File: src/rtl/sonar_frame_rx_if.sv
// Bus between the sonar host receiver and its consumer: the serial line in,
// plus the parsed BCD report, the status strobes and the debug state codes.
// slave  = receiver side (sonar_frame_rx), master = host/driver side.
`timescale 1ns/1ps
interface sonar_frame_rx_if;
    logic        rx_serial;
    logic [11:0] angle_bcd;
    logic [15:0] distance_bcd;
    logic        frame_valid;
    logic        frame_error;
    logic [3:0]  db_rx_state;
    logic [3:0]  db_parser_state;

    modport slave (
        input  rx_serial,
        output angle_bcd,
        output distance_bcd,
        output frame_valid,
        output frame_error,
        output db_rx_state,
        output db_parser_state
    );

    modport master (
        output rx_serial,
        input  angle_bcd,
        input  distance_bcd,
        input  frame_valid,
        input  frame_error,
        input  db_rx_state,
        input  db_parser_state
    );
endinterface

File: src/rtl/sonar_frame_rx.sv
// Host-side receiver for the sonar report stream "AAA,DDDD#".
// Deserialises 7E1 characters (start, 7 data LSB first, even parity, stop),
// parses the frame and latches BCD angle/distance on each good frame.
// Optional build macro SONAR_RX_PARITY_EN: when defined the parity bit is
// checked and a mismatch is treated like a framing error; otherwise the
// parity bit slot is skipped.
`timescale 1ns/1ps
module sonar_frame_rx #(
    parameter int CLKS_PER_BIT = 434
) (
    input  logic            clock,
    input  logic            reset,
    sonar_frame_rx_if.slave bus
);

    localparam int CNT_W = $clog2(CLKS_PER_BIT);
    localparam logic [CNT_W-1:0] HALF_LAST = CNT_W'(CLKS_PER_BIT / 2 - 1);
    localparam logic [CNT_W-1:0] FULL_LAST = CNT_W'(CLKS_PER_BIT - 1);

    typedef enum logic [2:0] {
        RX_IDLE   = 3'd0,
        RX_START  = 3'd1,
        RX_DATA   = 3'd2,
        RX_PARITY = 3'd3,
        RX_STOP   = 3'd4,
        RX_DONE   = 3'd5
    } rx_state_t;

    typedef enum logic [2:0] {
        PS_ANG   = 3'd0,
        PS_COMMA = 3'd1,
        PS_DIST  = 3'd2,
        PS_END   = 3'd3,
        PS_SYNC  = 3'd4
    } ps_state_t;

    // ---------------- serial line synchroniser ----------------
    logic sync1_q, sync2_q, prev_q;

    // Two-flop synchroniser plus one delayed copy for falling-edge detection;
    // preset to the idle-high level so reset never looks like a start bit.
    always_ff @(posedge clock or negedge reset) begin
        if (!reset) begin
            sync1_q <= 1'b1;
            sync2_q <= 1'b1;
            prev_q  <= 1'b1;
        end else begin
            sync1_q <= bus.rx_serial;
            sync2_q <= sync1_q;
            prev_q  <= sync2_q;
        end
    end

    // ---------------- character receiver ----------------
    rx_state_t        rx_state_q, rx_state_d;
    logic [CNT_W-1:0] cnt_q, cnt_d;
    logic [2:0]       bit_q, bit_d;
    logic [6:0]       data_q;
    logic             stop_q;
    logic             bit_tick;
    logic             parity_ok;
    logic             char_strobe;
    logic             rx_err;

    // Bit timing: every sample point after the start check is a whole bit
    // period later, which puts all samples at mid-bit.
    assign bit_tick = (cnt_q == FULL_LAST);

    // Receiver state, bit-period counter and data-bit index.
    always_ff @(posedge clock or negedge reset) begin
        if (!reset) begin
            rx_state_q <= RX_IDLE;
            cnt_q      <= '0;
            bit_q      <= '0;
        end else begin
            rx_state_q <= rx_state_d;
            cnt_q      <= cnt_d;
            bit_q      <= bit_d;
        end
    end

    // Receiver next-state: a start-bit check at half period filters glitches.
    always_comb begin
        rx_state_d = rx_state_q;
        cnt_d      = cnt_q + 1'b1;
        bit_d      = bit_q;
        case (rx_state_q)
            RX_IDLE: begin
                cnt_d = '0;
                bit_d = '0;
                if (prev_q && !sync2_q) rx_state_d = RX_START;
            end
            RX_START: begin
                if (cnt_q == HALF_LAST) begin
                    cnt_d      = '0;
                    rx_state_d = sync2_q ? RX_IDLE : RX_DATA;
                end
            end
            RX_DATA: begin
                if (bit_tick) begin
                    cnt_d = '0;
                    bit_d = bit_q + 3'd1;
                    if (bit_q == 3'd6) rx_state_d = RX_PARITY;
                end
            end
            RX_PARITY: begin
                if (bit_tick) begin
                    cnt_d      = '0;
                    rx_state_d = RX_STOP;
                end
            end
            RX_STOP: begin
                if (bit_tick) begin
                    cnt_d      = '0;
                    rx_state_d = RX_DONE;
                end
            end
            RX_DONE: begin
                cnt_d      = '0;
                rx_state_d = RX_IDLE;
            end
            default: begin
                cnt_d      = '0;
                rx_state_d = RX_IDLE;
            end
        endcase
    end

    // Sampled character bits; pure data, only meaningful once DONE is reached.
    always_ff @(posedge clock) begin
        if (rx_state_q == RX_DATA && bit_tick) data_q <= {sync2_q, data_q[6:1]};
        if (rx_state_q == RX_STOP && bit_tick) stop_q <= sync2_q;
    end

`ifdef SONAR_RX_PARITY_EN
    logic par_q;

    // Parity bit capture for the even-parity check.
    always_ff @(posedge clock) begin
        if (rx_state_q == RX_PARITY && bit_tick) par_q <= sync2_q;
    end

    assign parity_ok = (par_q == ^data_q);
`else
    assign parity_ok = 1'b1;
`endif

    assign char_strobe = (rx_state_q == RX_DONE) &&  (stop_q && parity_ok);
    assign rx_err      = (rx_state_q == RX_DONE) && !(stop_q && parity_ok);

    // ---------------- frame parser ----------------
    ps_state_t   ps_q, ps_d;
    logic [1:0]  idx_q, idx_d;
    logic        valid_q, valid_d;
    logic        perr_q, perr_d;
    logic        load_ang, load_dist;
    logic        is_digit;
    logic [11:0] ang_sh_q, angle_q;
    logic [15:0] dist_sh_q, dist_q;

    assign is_digit = (data_q[6:4] == 3'b011) && (data_q[3:0] <= 4'd9);

    // Parser next-state: digits fill the shadow MSD first; anything unexpected
    // drops to SYNC, which waits for the next '#' to realign.
    always_comb begin
        ps_d      = ps_q;
        idx_d     = idx_q;
        valid_d   = 1'b0;
        perr_d    = 1'b0;
        load_ang  = 1'b0;
        load_dist = 1'b0;
        if (rx_err) begin
            ps_d  = PS_SYNC;
            idx_d = '0;
        end else if (char_strobe) begin
            case (ps_q)
                PS_ANG: begin
                    if (is_digit) begin
                        load_ang = 1'b1;
                        if (idx_q == 2'd2) begin
                            ps_d  = PS_COMMA;
                            idx_d = '0;
                        end else begin
                            idx_d = idx_q + 2'd1;
                        end
                    end else begin
                        perr_d = 1'b1;
                        ps_d   = PS_SYNC;
                        idx_d  = '0;
                    end
                end
                PS_COMMA: begin
                    if (data_q == 7'h2C) begin
                        ps_d = PS_DIST;
                    end else begin
                        perr_d = 1'b1;
                        ps_d   = PS_SYNC;
                    end
                    idx_d = '0;
                end
                PS_DIST: begin
                    if (is_digit) begin
                        load_dist = 1'b1;
                        if (idx_q == 2'd3) begin
                            ps_d  = PS_END;
                            idx_d = '0;
                        end else begin
                            idx_d = idx_q + 2'd1;
                        end
                    end else begin
                        perr_d = 1'b1;
                        ps_d   = PS_SYNC;
                        idx_d  = '0;
                    end
                end
                PS_END: begin
                    if (data_q == 7'h23) begin
                        valid_d = 1'b1;
                        ps_d    = PS_ANG;
                    end else begin
                        perr_d = 1'b1;
                        ps_d   = PS_SYNC;
                    end
                    idx_d = '0;
                end
                PS_SYNC: begin
                    if (data_q == 7'h23) ps_d = PS_ANG;
                    idx_d = '0;
                end
                default: begin
                    ps_d  = PS_SYNC;
                    idx_d = '0;
                end
            endcase
        end
    end

    // Parser state, status strobes and the committed output registers.
    always_ff @(posedge clock or negedge reset) begin
        if (!reset) begin
            ps_q    <= PS_ANG;
            idx_q   <= '0;
            valid_q <= 1'b0;
            perr_q  <= 1'b0;
            angle_q <= '0;
            dist_q  <= '0;
        end else begin
            ps_q    <= ps_d;
            idx_q   <= idx_d;
            valid_q <= valid_d;
            perr_q  <= perr_d;
            if (valid_d) begin
                angle_q <= ang_sh_q;
                dist_q  <= dist_sh_q;
            end
        end
    end

    // Shadow digits; a new frame rewrites every digit before it can commit.
    always_ff @(posedge clock) begin
        if (load_ang) begin
            case (idx_q)
                2'd0:    ang_sh_q[11:8] <= data_q[3:0];
                2'd1:    ang_sh_q[7:4]  <= data_q[3:0];
                default: ang_sh_q[3:0]  <= data_q[3:0];
            endcase
        end
        if (load_dist) begin
            case (idx_q)
                2'd0:    dist_sh_q[15:12] <= data_q[3:0];
                2'd1:    dist_sh_q[11:8]  <= data_q[3:0];
                2'd2:    dist_sh_q[7:4]   <= data_q[3:0];
                default: dist_sh_q[3:0]   <= data_q[3:0];
            endcase
        end
    end

    // Receiver errors fire in DONE, parser errors one cycle after a strobe,
    // so the two sources and frame_valid can never coincide.
    assign bus.angle_bcd       = angle_q;
    assign bus.distance_bcd    = dist_q;
    assign bus.frame_valid     = valid_q;
    assign bus.frame_error     = rx_err | perr_q;
    assign bus.db_rx_state     = {1'b0, rx_state_q};
    assign bus.db_parser_state = {1'b0, ps_q};

endmodule

File: src/flat_wrapper.sv
// flat-port wrapper written by rule: the top's interface ports become plain ports
module sonar_frame_rx_flat 
#(
    parameter int CLKS_PER_BIT = 434
)
  (clock, reset, bus_rx_serial, bus_angle_bcd, bus_distance_bcd, bus_frame_valid, bus_frame_error, bus_db_rx_state, bus_db_parser_state);
  sonar_frame_rx_if bus_i ();
  input  logic clock;
  input  logic reset;
  input wire logic [$bits(bus_i.rx_serial)-1:0] bus_rx_serial;
  output wire logic [$bits(bus_i.angle_bcd)-1:0] bus_angle_bcd;
  output wire logic [$bits(bus_i.distance_bcd)-1:0] bus_distance_bcd;
  output wire logic [$bits(bus_i.frame_valid)-1:0] bus_frame_valid;
  output wire logic [$bits(bus_i.frame_error)-1:0] bus_frame_error;
  output wire logic [$bits(bus_i.db_rx_state)-1:0] bus_db_rx_state;
  output wire logic [$bits(bus_i.db_parser_state)-1:0] bus_db_parser_state;
  assign bus_i.rx_serial = bus_rx_serial;
  assign bus_angle_bcd = bus_i.angle_bcd;
  assign bus_distance_bcd = bus_i.distance_bcd;
  assign bus_frame_valid = bus_i.frame_valid;
  assign bus_frame_error = bus_i.frame_error;
  assign bus_db_rx_state = bus_i.db_rx_state;
  assign bus_db_parser_state = bus_i.db_parser_state;
  sonar_frame_rx #(.CLKS_PER_BIT(CLKS_PER_BIT)) u_core (.clock(clock), .reset(reset), .bus(bus_i));
endmodule
File: config.mk
export PLATFORM = sky130hd
export DESIGN_NAME = sonar_frame_rx_flat
export DESIGN_NICKNAME = d
export VERILOG_FILES = /design/src/rtl/sonar_frame_rx_if.sv /design/src/rtl/sonar_frame_rx.sv /design/src/flat_wrapper.sv
export SDC_FILE = /design/constraint.sdc
export NUM_CORES = 1
export LEC_CHECK = 0
export CAP_MARGIN = 25
export CORE_AREA = 10 10 111 113
export CTS_CLUSTER_SIZE = 24
export DETAILED_ROUTE_END_ITERATION = 8
export DIE_AREA = 0 0 121 123
export GPL_ROUTABILITY_DRIVEN = 0
export PLACE_DENSITY = 0.65
export SYNTH_ARGS = -nofsm -noshare
export SYNTH_HDL_FRONTEND = slang
export SYNTH_SLANG_ARGS = --single-unit
File: constraint.sdc
create_clock -name clock -period 2.3 [get_ports clock]
set_input_delay 0.23 -clock clock [delete_from_list [all_inputs] [get_ports clock]]
set_output_delay 0.23 -clock clock [all_outputs]
set_load 0.005 [all_outputs]
### Word-level counts from Yosys, hierarchy flattened

Cells that the tools add are included.

* add/subtract/negate cells: 3
* order comparisons: 1
* equality and inequality tests: 27
* muxes and demuxes: 47
* bitwise gates (word level): 3
* reduce and logical (&&, ||, !) cells: 27

Operators with widths (number)
* 3-bit 2-to-1 mux: 16
* 3-bit one-hot mux with 5 select lines: 2
* 9-bit 2-to-1 mux: 2
* 9-bit one-hot mux with 2 select lines: 1
* 1-bit 2-to-1 mux: 16
* 2-bit AND reduction: 8
* 3-bit by 2-bit == test with 1-bit output (second input constant): 5
* 7-bit by 6-bit == test with 1-bit output (second input constant): 2
* 2-bit 2-to-1 mux: 7
* 3-bit == test (second input constant): 4
* 2-bit by 1-bit inequality test with 1-bit output (second input constant): 6
* 9-bit by 1-bit adder with 9-bit output (second input constant): 1
* 9-bit by 8-bit == test with 1-bit output (second input constant): 1
* 9-bit == test (second input constant): 1
* 4-bit by 3-bit inequality test with 1-bit output (second input constant): 2
* 3-bit by 1-bit == test with 1-bit output (second input constant): 2
* 1-bit logical AND: 6
* 3-bit zero test: 2
* 3-bit one-hot mux with 2 select lines: 1
* 6-bit AND reduction: 1
* 3-bit OR reduction: 2
* 2-bit == test (second input constant): 2
* 4-bit less-or-equal comparator (second input constant): 1
* 2-bit one-hot mux with 2 select lines: 1
* other kinds (12): 16

* register bits after elaboration: 89
* word-level logic and storage cells: 129

### Longest topological paths before layout

* depth after elaboration: 7
* mapped depth: 7
* depth with buffers taken out: 6

### Worst setup path before layout

OpenSTA, ideal clock, no wires.

* kind: register to register
* from: reg u_core.data_q[6]
* to: reg u_core.angle_q[10] (netlist: u_core.bus.angle_bcd[10])
* setup time: 125 ps
* arrival time: 1824 ps
* path slack: 351 ps
* cell stages (with the launch flop): 5
* clock period less this slack: 1949 ps
* cells stage by stage: edfxtp_1 -> nand4bb_1 -> nor4_4 -> buf_6 -> mux2_2

* longest elaborated chain between the ends: 5

Ends and longest elaborated chain
* start: declaration: RTL line sonar_frame_rx.sv:58 `logic [6:0] data_q;`
* start signal: assignment: RTL line sonar_frame_rx.sv:131 `if (rx_state_q == RX_DATA && bit_tick) data_q <= {sync2_q, data_q[6:1]};`
* 7-bit by 6-bit == test with 1-bit output: RTL line sonar_frame_rx.sv:217 `if (data_q == 7'h23) begin`
* 1-bit 2-to-1 mux: RTL line sonar_frame_rx.sv:217
* 1-bit 2-to-1 mux: RTL line sonar_frame_rx.sv:176 `case (ps_q)`
* 1-bit 2-to-1 mux: RTL line sonar_frame_rx.sv:175 `end else if (char_strobe) begin`
* 1-bit 2-to-1 mux: RTL line sonar_frame_rx.sv:172 `if (rx_err) begin`
* end signal: assignment: RTL line sonar_frame_rx.sv:253 `angle_q <= ang_sh_q;`
* end: declaration: RTL line sonar_frame_rx.sv:158 `logic [11:0] ang_sh_q, angle_q;`

Every way passes these cells.
A chain may end at the register's enable or synchronous reset.

### Final worst setup path

* from: reg u_core.rx_state_q[0]
* to: out bus_frame_error

* longest elaborated chain between the ends: 3

Ends and longest elaborated chain
* start: declaration: RTL line sonar_frame_rx.sv:55 `rx_state_t rx_state_q, rx_state_d;`
* start signal: assignment: RTL line sonar_frame_rx.sv:76 `rx_state_q <= rx_state_d;`
* 3-bit == test: RTL line sonar_frame_rx.sv:149 `assign rx_err = (rx_state_q == RX_DONE) && !(stop_q && parity_ok);`
* 1-bit logical AND: RTL line sonar_frame_rx.sv:149
* 1-bit OR: RTL line sonar_frame_rx.sv:283 `assign bus.frame_error = rx_err | perr_q;`
* end: declaration: RTL line flat_wrapper.sv:14 `output wire logic [$bits(bus_i.frame_error)-1:0] bus_frame_error;`

Every way passes these cells.

==> results.py <==
metrics = {
    "status": {
        "status": "finished clean",
    },
    "worst_setup_path": {
        "crit_fanout": 13,
        "cp_data_arrival_time_ns": 1.89,
        "path_class": "reg -> out",
        "crit_buf_inv": 1,
        "slowest_delay_ns": 0.54,
        "rrSetupSlack_ns": 0.32,
        "critPathLaunchType": "register",
        "cp_top_family": "flip-flops",
        "crit_path_end_kind": "output port",
        "required_ns": 2.07,
        "crit_chain": "nand3b_1 -> o21bai_1 -> clkdlybuf4s50_1",
        "slowest_stage": "dfrtp_1",
    },
    "synthesis": {
        "netlist.area_leader.share_pct": 34.0,
        "syn_area_um2": 3680,
        "synth_warnings": 0,
        "yosys-top-cells-area": "dfrtp_1 34%, edfxtp_1 29%, mux2_2 9.8%, ha_1 3.7%, dfstp_2 2.1%",
        "ys.flop_type": "dfrtp_1",
        "synth_edf_count": 36,
        "ys_seq_area_share_pct": 65.5,
        "ys_ff_latch": 89,
        "syn_inst": 254,
        "synth_cell_types": 44,
        "async_flop_share_pct": 59.6,
        "netlist.top_cell.by_area": "dfrtp_1",
        "syn_avg_cell_area_um2": 14.5,
    },
    "floorplanning": {
        "die_area_um2": 14900,
        "coreArea_um2": 10100,
        "die_height_um": 123,
        "rows": 37,
        "start_util_pct": 36.3,
        "ios": 41,
        "die_w_um": 121,
    },
    "route": {
        "drtIter0Drc": 95,
        "drc": 0,
        "drtAntennaViolNets": 0,
        "viasPerCell": 4.75,
        "routedWlPerCell_um": 15.2,
        "vias": 2124,
        "finalWirelength_um": 6780,
        "dr.pass1.iters": 4,
    },
    "sta": {
        "setup_viol": 0,
        "timing.final.ws_setup_ns": 0.175,
        "rsz0062_at_grt": "no",
        "max_freq_mhz": 471,
        "finalMaxSlewViolations": 0,
        "worstMarginPinSlew_ns": 0.856,
        "min_period_ns": 2.12,
        "tns_ns": 0,
        "period_share_pct": 92.4,
        "skew_ns": 0.00791,
        "slew_headroom_pct": 42.9,
        "finalHoldViolCount": 0,
    },
    "global_routing": {
        "grt_max_degree": 38,
        "overflow": 0,
        "grt_pass1_vias": 2260,
        "grtUsageTotal_pct": 9.60,
        "grt_first_pass_wirelength_um": 11500,
        "antenna_found_initial": 0,
    },
    "place": {
        "placed_cell_area_um2": 4250,
        "pre_cts_slack_ns": 0.325,
        "hpwlAfterDp_um": 4870,
        "dp_cells": 430,
        "port_buffers": 38,
    },
    "clock_network": {
        "clock_latency_ns": 0.35,
        "cts_tree": "done",
        "cts-root-buf": "clkbuf_8",
        "h-tree-depth": 3,
        "cts_buffers": 9,
        "clock_sinks": 89,
        "clk_pin_slew_ns": 0.10,
        "cts_setup_buffers": 0,
        "clk_path_buf_depth": 2,
    },
    "finish": {
        "area_growth_syn_to_layout_pct": 21.2,
        "layout.nets": 320,
        "final_area_um2": 4460,
        "antenna_cells": 0,
        "layout-drive-gt1-share_pct": 22.5,
        "fin_cells": 447,
    },
    "power_and_ir_drop": {
        "p_per_area_nw_per_um2": 702,
        "peakVddDrop_v": 0.000510,
        "p_sw_uw": 844,
        "p_seq_share_pct": 58.2,
        "p_leak_uw": 0.00184,
        "pwr-share-comb_pct": 8.9,
        "intPower_uw": 2290,
        "p_sw_share_pct": 27.0,
        "clockPowerShare_pct": 32.9,
    },
    "job": {
        "maxCapViolCount": 0,
    },
    "min_path": {
        "hold_path.class": "in -> reg",
    },
}
[cell usage in the layout, fill, tap and decap left out, types with 3 or more instances in the layout]
cell	n
a21oi_1	6
and2_1	6
buf_4	11
clkbuf_8	9
clkdlybuf4s50_1	37
dfrtp_1	50
dfstp_2	3
edfxtp_1	36
ha_1	11
inv_1	6
inv_6	3
mux2_2	32
nand2_1	7
nand3_1	8
nor2_1	19
nor2b_1	6
nor3b_1	7
o21bai_1	3
o22ai_1	3
xnor2_1	4
xor2_1	3
[layer usage]
metal | vias to the layer above | wire length, um | track usage (%) | share of wire (%)
li1 | 1013 | - | - | -
met1 | 1055 | 2990 | 11.3 | 44
met2 | 49 | 3360 | 16.5 | 50
met3 | 7 | 351 | 3.01 | 5.2
met4 | 0 | 77 | 2.94 | 1.1
met5 | - | 0 | 0 | 0
[power by group through the flow]
stage	combinational (uW)	clock (uW)	sequential, uW
6_report	278	1030	1820
3_5_place_dp	278	0	1860
2_1_floorplan	219	0	1820
3_3_place_gp	273	0	1850
5_1_grt	318	1150	1840
4_1_cts	282	1070	1820
[what timing repair did]
action,4_1_cts,5_1_grt
hold buffers,1,0
endpoints found under the hold margin,1,0
gates resized for setup,0,0
[sequential cells by signal, summed over array words and instances, names as in the netlist]
register                 flops
u_core.bus.angle_bcd        12
u_core.cnt_q                 9
u_core.bus.distance_bcd     16
u_core.rx_state_q            3
u_core.perr_q                1
u_core.idx_q                 2
u_core.bit_q                 3
u_core.bus.frame_valid       1
u_core.dist_sh_q            16
u_core.sync2_q               1
u_core.prev_q                1
u_core.ang_sh_q             12
u_core.sync1_q               1
u_core.stop_q                1
u_core.data_q                7
u_core.ps_q                  3
[cells in the mapped netlist, types with 6 or more instances]
master	count
dfrtp_1	50
edfxtp_1	36
mux2_2	32
nor2_1	19
ha_1	11
nand3_1	8
nand2_1	7
nor3b_1	7
a21oi_1	6
and2_1	6
inv_1	6
nor2b_1	6
[path summary, 6_finish.rpt]
check / startpoint / end / cells past startpoint
worst max-delay path: u_core.rx_state_q[0] / bus_frame_error / 3
worst min-delay path: bus_rx_serial / u_core.sync1_q / 1
worst max register to register: u_core.rx_state_q[0] / u_core.ang_sh_q[0] / 4
worst min register to register: u_core.sync1_q / u_core.sync2_q / 0
max in group asynchronous: reset / u_core.bus.angle_bcd[3] / 3
min in group asynchronous: reset / u_core.bus.distance_bcd[11] / 2
[per-stage QoR]
stage          hold WS [ns]  util (%)  total power, uW
2_1_floorplan       -0.0656         -             2040
3_3_place_gp          0.346      42.0             2130
3_5_place_dp          0.347      42.0             2130
4_1_cts               0.251      44.0             3180
5_1_grt               0.257      44.0             3300
6_report              0.269      44.0             3130
[area by class of cell]
cell class,count,area [um2]
Fill cell,915,5680
Inverter,6,22.5
Tap cell,136,170
Timing Repair Buffer,51,488
Clock buffer,9,124
Clock inverter,7,70.1
Multi-Input combinational cell,149,1170
Sequential cell,89,2410
[cell families (layout without fill, tap and decap cells)]
| kind of cell | Yosys count | after routing | synth area share (%) |
|---|---|---|---|
| AOI/OAI and AO/OA | 21 | 21 | 3.91 |
| xor gates and xnor gates | 7 | 7 | 1.67 |
| adders and majority gates | 11 | 11 | 3.74 |
| buffers and inverters | 17 | 73 | 2.69 |
| DFF | 89 | 89 | 65.5 |
| muxes | 33 | 33 | 10.1 |
| other | 1 | 2 | 0.102 |
| and+or+nand+nor | 75 | 75 | 12.3 |
Power figures use the tool's default switching activity.
